File: src/rtl/traffic_phase_controller.sv
// Two-road intersection phase sequencer. Drives an external saturating countdown
// timer (load/decrement) and decodes one-hot lamp drives for main and side roads.
module traffic_phase_controller #(
  parameter int BIT_WIDTH    = 7,
  parameter int T_MAIN_GREEN = 60,
  parameter int T_YELLOW     = 5,
  parameter int T_ALL_RED    = 2,
  parameter int T_SIDE_GREEN = 30
) (
  input  logic                 clk,
  input  logic                 rst,
  input  logic                 side_sensor,
  input  logic                 tmr_zero,
  output logic                 tmr_down,
  output logic [BIT_WIDTH-1:0] tmr_load_val,
  output logic [2:0]           main_light,
  output logic [2:0]           side_light,
  output logic [2:0]           phase,
  output logic                 side_req
);

  typedef enum logic [2:0] {
    MAIN_GREEN  = 3'd0,
    MAIN_YELLOW = 3'd1,
    ALL_RED_A   = 3'd2,
    SIDE_GREEN  = 3'd3,
    SIDE_YELLOW = 3'd4,
    ALL_RED_B   = 3'd5
  } state_t;

  localparam logic [BIT_WIDTH-1:0] DUR_MAIN_GREEN = BIT_WIDTH'(T_MAIN_GREEN);
  localparam logic [BIT_WIDTH-1:0] DUR_YELLOW     = BIT_WIDTH'(T_YELLOW);
  localparam logic [BIT_WIDTH-1:0] DUR_ALL_RED    = BIT_WIDTH'(T_ALL_RED);
  localparam logic [BIT_WIDTH-1:0] DUR_SIDE_GREEN = BIT_WIDTH'(T_SIDE_GREEN);

  localparam logic [2:0] LAMP_RED    = 3'b100;
  localparam logic [2:0] LAMP_YELLOW = 3'b010;
  localparam logic [2:0] LAMP_GREEN  = 3'b001;

  // Held as plain bits so the two unused codes stay representable and recoverable.
  logic [2:0] state_q;
  logic       load_q;
  logic       req_q;

  logic [2:0] next_state;
  logic       legal;
  logic       advance;

  always_comb begin
    next_state = 3'(MAIN_GREEN);
    legal      = 1'b1;
    case (state_q)
      MAIN_GREEN:  next_state = 3'(MAIN_YELLOW);
      MAIN_YELLOW: next_state = 3'(ALL_RED_A);
      ALL_RED_A:   next_state = 3'(SIDE_GREEN);
      SIDE_GREEN:  next_state = 3'(SIDE_YELLOW);
      SIDE_YELLOW: next_state = 3'(ALL_RED_B);
      ALL_RED_B:   next_state = 3'(MAIN_GREEN);
      default:     legal      = 1'b0;
    endcase
  end

  // Main green additionally waits for a latched side-street request.
  assign advance = !load_q && tmr_zero &&
                   ((state_q != 3'(MAIN_GREEN)) || req_q);

  always_ff @(posedge clk) begin
    if (rst) begin
      state_q <= 3'(MAIN_GREEN);
      load_q  <= 1'b1;
      req_q   <= 1'b0;
    end else begin
      load_q <= 1'b0;
      if (!legal) begin
        state_q <= 3'(MAIN_GREEN);
        load_q  <= 1'b1;
      end else if (advance) begin
        state_q <= next_state;
        load_q  <= 1'b1;
      end
      // Clear at the end of the side-green load cycle takes priority over set.
      if ((state_q == 3'(SIDE_GREEN)) && load_q) begin
        req_q <= 1'b0;
      end else if (side_sensor && (state_q != 3'(SIDE_GREEN))) begin
        req_q <= 1'b1;
      end
    end
  end

  always_comb begin
    main_light   = LAMP_RED;
    side_light   = LAMP_RED;
    tmr_load_val = DUR_MAIN_GREEN;
    case (state_q)
      MAIN_GREEN: begin
        main_light   = LAMP_GREEN;
        tmr_load_val = DUR_MAIN_GREEN;
      end
      MAIN_YELLOW: begin
        main_light   = LAMP_YELLOW;
        tmr_load_val = DUR_YELLOW;
      end
      ALL_RED_A:   tmr_load_val = DUR_ALL_RED;
      SIDE_GREEN: begin
        side_light   = LAMP_GREEN;
        tmr_load_val = DUR_SIDE_GREEN;
      end
      SIDE_YELLOW: begin
        side_light   = LAMP_YELLOW;
        tmr_load_val = DUR_YELLOW;
      end
      ALL_RED_B:   tmr_load_val = DUR_ALL_RED;
      default: begin
        main_light = LAMP_RED;
        side_light = LAMP_RED;
      end
    endcase
  end

  assign tmr_down = ~load_q;
  assign phase    = state_q;
  assign side_req = req_q;

endmodule

File: config.mk
export PLATFORM = sky130hd
export DESIGN_NAME = traffic_phase_controller
export DESIGN_NICKNAME = d
export VERILOG_FILES = /design/src/rtl/traffic_phase_controller.sv
export SDC_FILE = /design/constraint.sdc
export NUM_CORES = 1
export LEC_CHECK = 0
export CAP_MARGIN = 20
export CORE_AREA = 5 5 42 44
export DETAILED_ROUTE_END_ITERATION = 10
export DIE_AREA = 0 0 47 49
export GPL_TIMING_DRIVEN = 0
export HOLD_SLACK_MARGIN = 0.15
export PLACE_DENSITY = 0.73
export SLEW_MARGIN = 30
export SYNTH_ARGS = -nofsm -noshare
export SYNTH_HDL_FRONTEND = slang
export SYNTH_SLANG_ARGS = --single-unit
File: constraint.sdc
create_clock -name clk -period 1.6 [get_ports clk]
set_input_delay 0.32 -clock clk [delete_from_list [all_inputs] [get_ports clk]]
set_output_delay 0.32 -clock clk [all_outputs]
set_load 0.01 [all_outputs]
# Word-level counts from Yosys, hierarchy flattened

Index checks and enable logic that the tools add are counted.

Word-level logic and storage cells: 30
Output and inout port bits: 18
Bits in read-only memories: 0
Bits of input ports: 4
Memories kept: 0
RAM bits: 0
Bits in registers: 5
Bits in latches: 0

Magnitude comparators: 0
Div/mod/pow operators: 0
Bitwise gates (word level): 2
Shifts and indexed selects: 0
Equality and inequality tests: 6
Reductions and logical operators: 13
$add $sub $neg: 0
Multiplexer cells: 6
Multipliers: 0

Operators by type and width:

| kind               | number |
|---|---|
| $pmux 6 s3         | 1 |
| $pmux 3 s5         | 1 |
| $pmux 3 s2         | 2 |
| $reduce_or 2->1    | 4 |
| $eq 3x2->1 const B | 2 |
| $eq 3x3->1 const B | 2 |
| $reduce_or 6->1    | 1 |
| $logic_and 1x1->1  | 4 |
| $eq 3x1->1 const B | 1 |
| $logic_not 3->1    | 1 |
| $ne 3x2->1 const B | 1 |
| $reduce_bool 3->1  | 1 |
| $mux 1             | 2 |
| $not 1->1          | 2 |
| $logic_not 1->1    | 1 |
| $logic_or 1x1->1   | 1 |

# Logic depth before layout (Yosys ltp)

Depth after elaboration: 5
Mapped depth: 4
Depth with buffers taken out: 3

# Least setup slack after synthesis

No wires, ideal clock.

Path type: reg2out
From: register state_q[2], in the netlist phase[2]
To: output port tmr_load_val[4]
Path buffers: 2
Required time: 1.280 ns
Path slack: 0.194 ns
Arrival time: 1.086 ns
Cell stages (with the launch flop): 5
Path through: dfxtp_1 buf_6 nor2_1 xor2_1 buf_4

Word-level cells in the longest chain between the ends: 3

Ends and longest elaborated chain:

| item                               | RTL line | source |
|---|---|---|
| start: declaration                 | 41       | `logic [2:0] state_q;` |
| start signal: assignment           | 69       | `state_q <= 3'(MAIN_GREEN);` |
| start signal: assignment           | 75       | `state_q <= 3'(MAIN_GREEN);` |
| start signal: assignment           | 78       | `state_q <= next_state;` |
| $eq 3x3->1 (tied with other cells) | 94       | `case (state_q)` |
| $reduce_or 2->1 (no line)          | n/a      |  |
| $pmux 6 s3 *                       | 94       |  |
| end: declaration                   | 15       | `output logic [BIT_WIDTH-1:0] tmr_load_val,` |

Mark *: on every way between the ends. The rest lies on a longest branch, timed or not.

# Worst setup path in the final report

From: register state_q[2], in the netlist phase[2]
To: output port main_light[2]

Word-level cells in the longest chain between the ends: 2

Ends and longest elaborated chain:

| item                                                 | RTL line | source |
|---|---|---|
| $eq 3x1->1 / $logic_not 3->1 (equally long branches) | 94       |  |
| $pmux 3 s2 *                                         | 94       |  |
| end: declaration                                     | 16       | `output logic [2:0] main_light,` |

Marked as above.

==> impl_results.md <==
* Run status: completed
* Met2 usage at 0.143
* Worst-path clk slew at approximately 0.050 ns
* Drt wl/cell at 11.5 um
* Post-Synthesis Cells at 45
* Post-Layout Cell Count at 94
* Crit-path cells: buf_6 > or2_4 > dlygate4sd2_1
* Synth Area in Simple Gates at 0.360
* Num ports at 22
* Placer Congestion at between 0.8 and 0.9
* Die Y at 49 um
* Fin util at 0.502
* Critical Path Source Type: flip-flop
* Synthesis warning total at 0
* Final WS setup at between 0.02 and 0.03 ns
* CTS Hold Bufs at 0
* Later-pin clock latency in the skew report at 0.25 ns
* Diode count at 0
* CP max FO at 7
* WHS at 0.569 ns
* Core Region at 0.00140 mm2
* Met3 Use GR at 0.0369
* Starting DRT DRC Count at 12
* Fill cell count at 138
* Worst vdd ir at approximately 300 uV
* Main combinational cell family by area after synthesis: simple AND/OR/NAND/NOR gates
* DP Worst Slack at -0.181 ns
* RSZ-0062 raised after global routing: yes
* FMAX at 0.636 GHz
* Syn Std Cell Area at ~390 um2
* MaxCap Viol Count at 0
* Setup_tns at 0 ns
* Area grow syn2layout at 82.5%
* GRT Total Usage at 0.100
* Final min period at between 1.5 and 2 ns
* Clock Skew at 0.00570 ns
* Slowest stage delay, CP at approximately 0.32 ns
* WP buf/inv at 2
* CP Data Arrival Time at 1.25 ns
* Buffer depth of the longest clock path at 2
* Number of global-route vias before repair at 393
* Mux cell area share after synthesis at 0
* Rows at 14
* Post-route ant nets at 0
* Port bufs at 20
* Die Wd at 47 um
* Register area share after synthesis at 0.260
* Syn_nets at 49
* Top delay family on crit path: buffers and inverters
* Period utilization at 0.983
* Path type of the worst setup path: flip-flop to output pin
* Clock Sinks at 5
* Cell variety after synth at 26
* Overall Power at 0.371 mW
* Drt drc at 0
* Vias/cell at 4.52
* Final WL at between 1000 and 1500 um
* Crit path max-delay cell type: dfxtp_2
* # placed instances at 81
* Post-synthesis adder-cell area fraction at 0
* Synth Area in Compound Gates at 0.156
* Leak Pwr at approximately 0.35 nW
* Full die area at ~0.0023 mm2
* First-pass GRT wire length at 1600 um
* Share of layout cells above drive strength 1 at 0.487
* Critical Path Sink Type: output pin
* Most used routing layer: met2
* Largest net degree at the start of global routing at 11
* Layout Nets at 83
* Xor and xnor area share after synthesis at 0.0682
* Dpl cell area at 606 um2
* FF+latch count, synth at 5
* Drt pass-1 iters at 4
* CTS tree: built
* DP Wirelength at 708 um
* Hold Fails Final Rpt at 0
* Hold Crit Class: flip-flop to flip-flop
* Cell area after layout at ~700 um2
* PD cells at roughly 530 mW/mm2
* Via count at around 430
* # setup viols final at 0
* Initial antenna violation count at 0
* Congestion Overflow GR at 0
* Fin. max-slew vios at 0
* CTS root buffer: clkbuf_4
* Worst Path Required at between 1 and 1.5 ns
* Starting Density at 0.275
* Number of CTS-inserted buffers at 3
* GRT met1 Usage at 0.112
* H-tree levels at 1
* Syn_area_per_cell at 8.56 um2
==> kinds of logic after synthesis <==
group,count (synthesis)
XOR/XNOR,3
other,1
flip-flops,5
buffers and inverters,7
AND/OR/NAND/NOR,20
AO/OA/AOI/OAI,9
==> worst register-to-register path, delay by kind of cell, from the launching register on <==
family / cells / cell delay (ns)
compound gates: 1 / 0.11
simple gates: 1 / 0.31
flops: 1 / 0.33
buf+inv: 3 / 0.40
==> where the power goes <==
part           internal [mW]  switching, mW
combinational         0.0471         0.0334
sequential             0.130        0.00429
clock                 0.0949         0.0610
==> worst paths after layout <==
| path | startpoint | to | slack (ns) | cells past startpoint |
|---|---|---|---|---|
| max | phase[2] | main_light[2] | 0.03 | 3 |
| min | side_req | load_q | 0.57 | 2 |
| max reg2reg | phase[1] | load_q | 0.33 | 5 |
| min reg2reg | side_req | load_q | 0.57 | 2 |
==> registers in the layout, summed over array words and instances, names as in the netlist <==
register	cells
load_q	1
phase	3
side_req	1
==> repair_timing <==
item / in CTS / in global routing
setup buffers: 2 / 7
endpoints found under the setup margin: 12 / 9
pin swaps: 1 / 2
resized for setup: 37 / 8
gates cloned: 0 / 0
==> per-layer routing <==
| metal | part of all wire | wire (um) |
|---|---|---|
| met1 | 0.39 | 419 |
| met2 | 0.48 | 518 |
| met3 | 0.096 | 104 |
| met4 | 0.035 | 38 |
| met5 | 0 | 0 |
==> placed cells by master, fill, tap and decap left out, types with 2 or more instances in the layout <==
cell	n
clkbuf_4	3
buf_4	10
nor2_1	3
inv_1	2
dlygate4sd2_1	2
buf_2	7
dfxtp_2	2
buf_12	2
nand2_1	2
dfxtp_1	3
buf_6	3
nor2_4	2
clkdlybuf4s50_1	8
a21o_1	2
nor3_1	2
a21oi_1	4
==> Yosys cell counts <==
cell / n / area (um2)
nand3b_4: 1 / 20.0
conb_1: 1 / 3.75
buf_4: 2 / 15.0
nor2_1: 5 / 18.8
and2b_4: 1 / 10.0
xor2_1: 2 / 17.5
inv_1: 2 / 7.51
nor2b_1: 1 / 6.26
dfxtp_1: 5 / 100
nor3_1: 2 / 10.0
nor2_4: 1 / 11.3
buf_6: 3 / 33.8
a21oi_1: 4 / 20.0
and2b_1: 1 / 7.51
and3b_1: 1 / 8.76
nor4_2: 1 / 12.5
or2_4: 1 / 8.76
a21o_1: 2 / 15.0
nand2_1: 2 / 7.51
and2_1: 1 / 6.26
a22oi_1: 1 / 7.51
o21bai_1: 1 / 7.51
nand3_1: 1 / 5.00
a21bo_1: 1 / 10.0
nand2b_1: 1 / 6.26
xnor2_1: 1 / 8.76
==> layout make-up <==
cell class	count	area, um2	share of cell area
multi-input combinational	33	249	0.354
timing repair buffer	29	249	0.354
sequential	5	103	0.146
buffer	5	48.8	0.0694
clock buffer	4	26.3	0.0374
tap	16	20.0	0.0285
inverter	2	7.51	0.0107
Note: power is estimated with default switching activity, not from simulation.
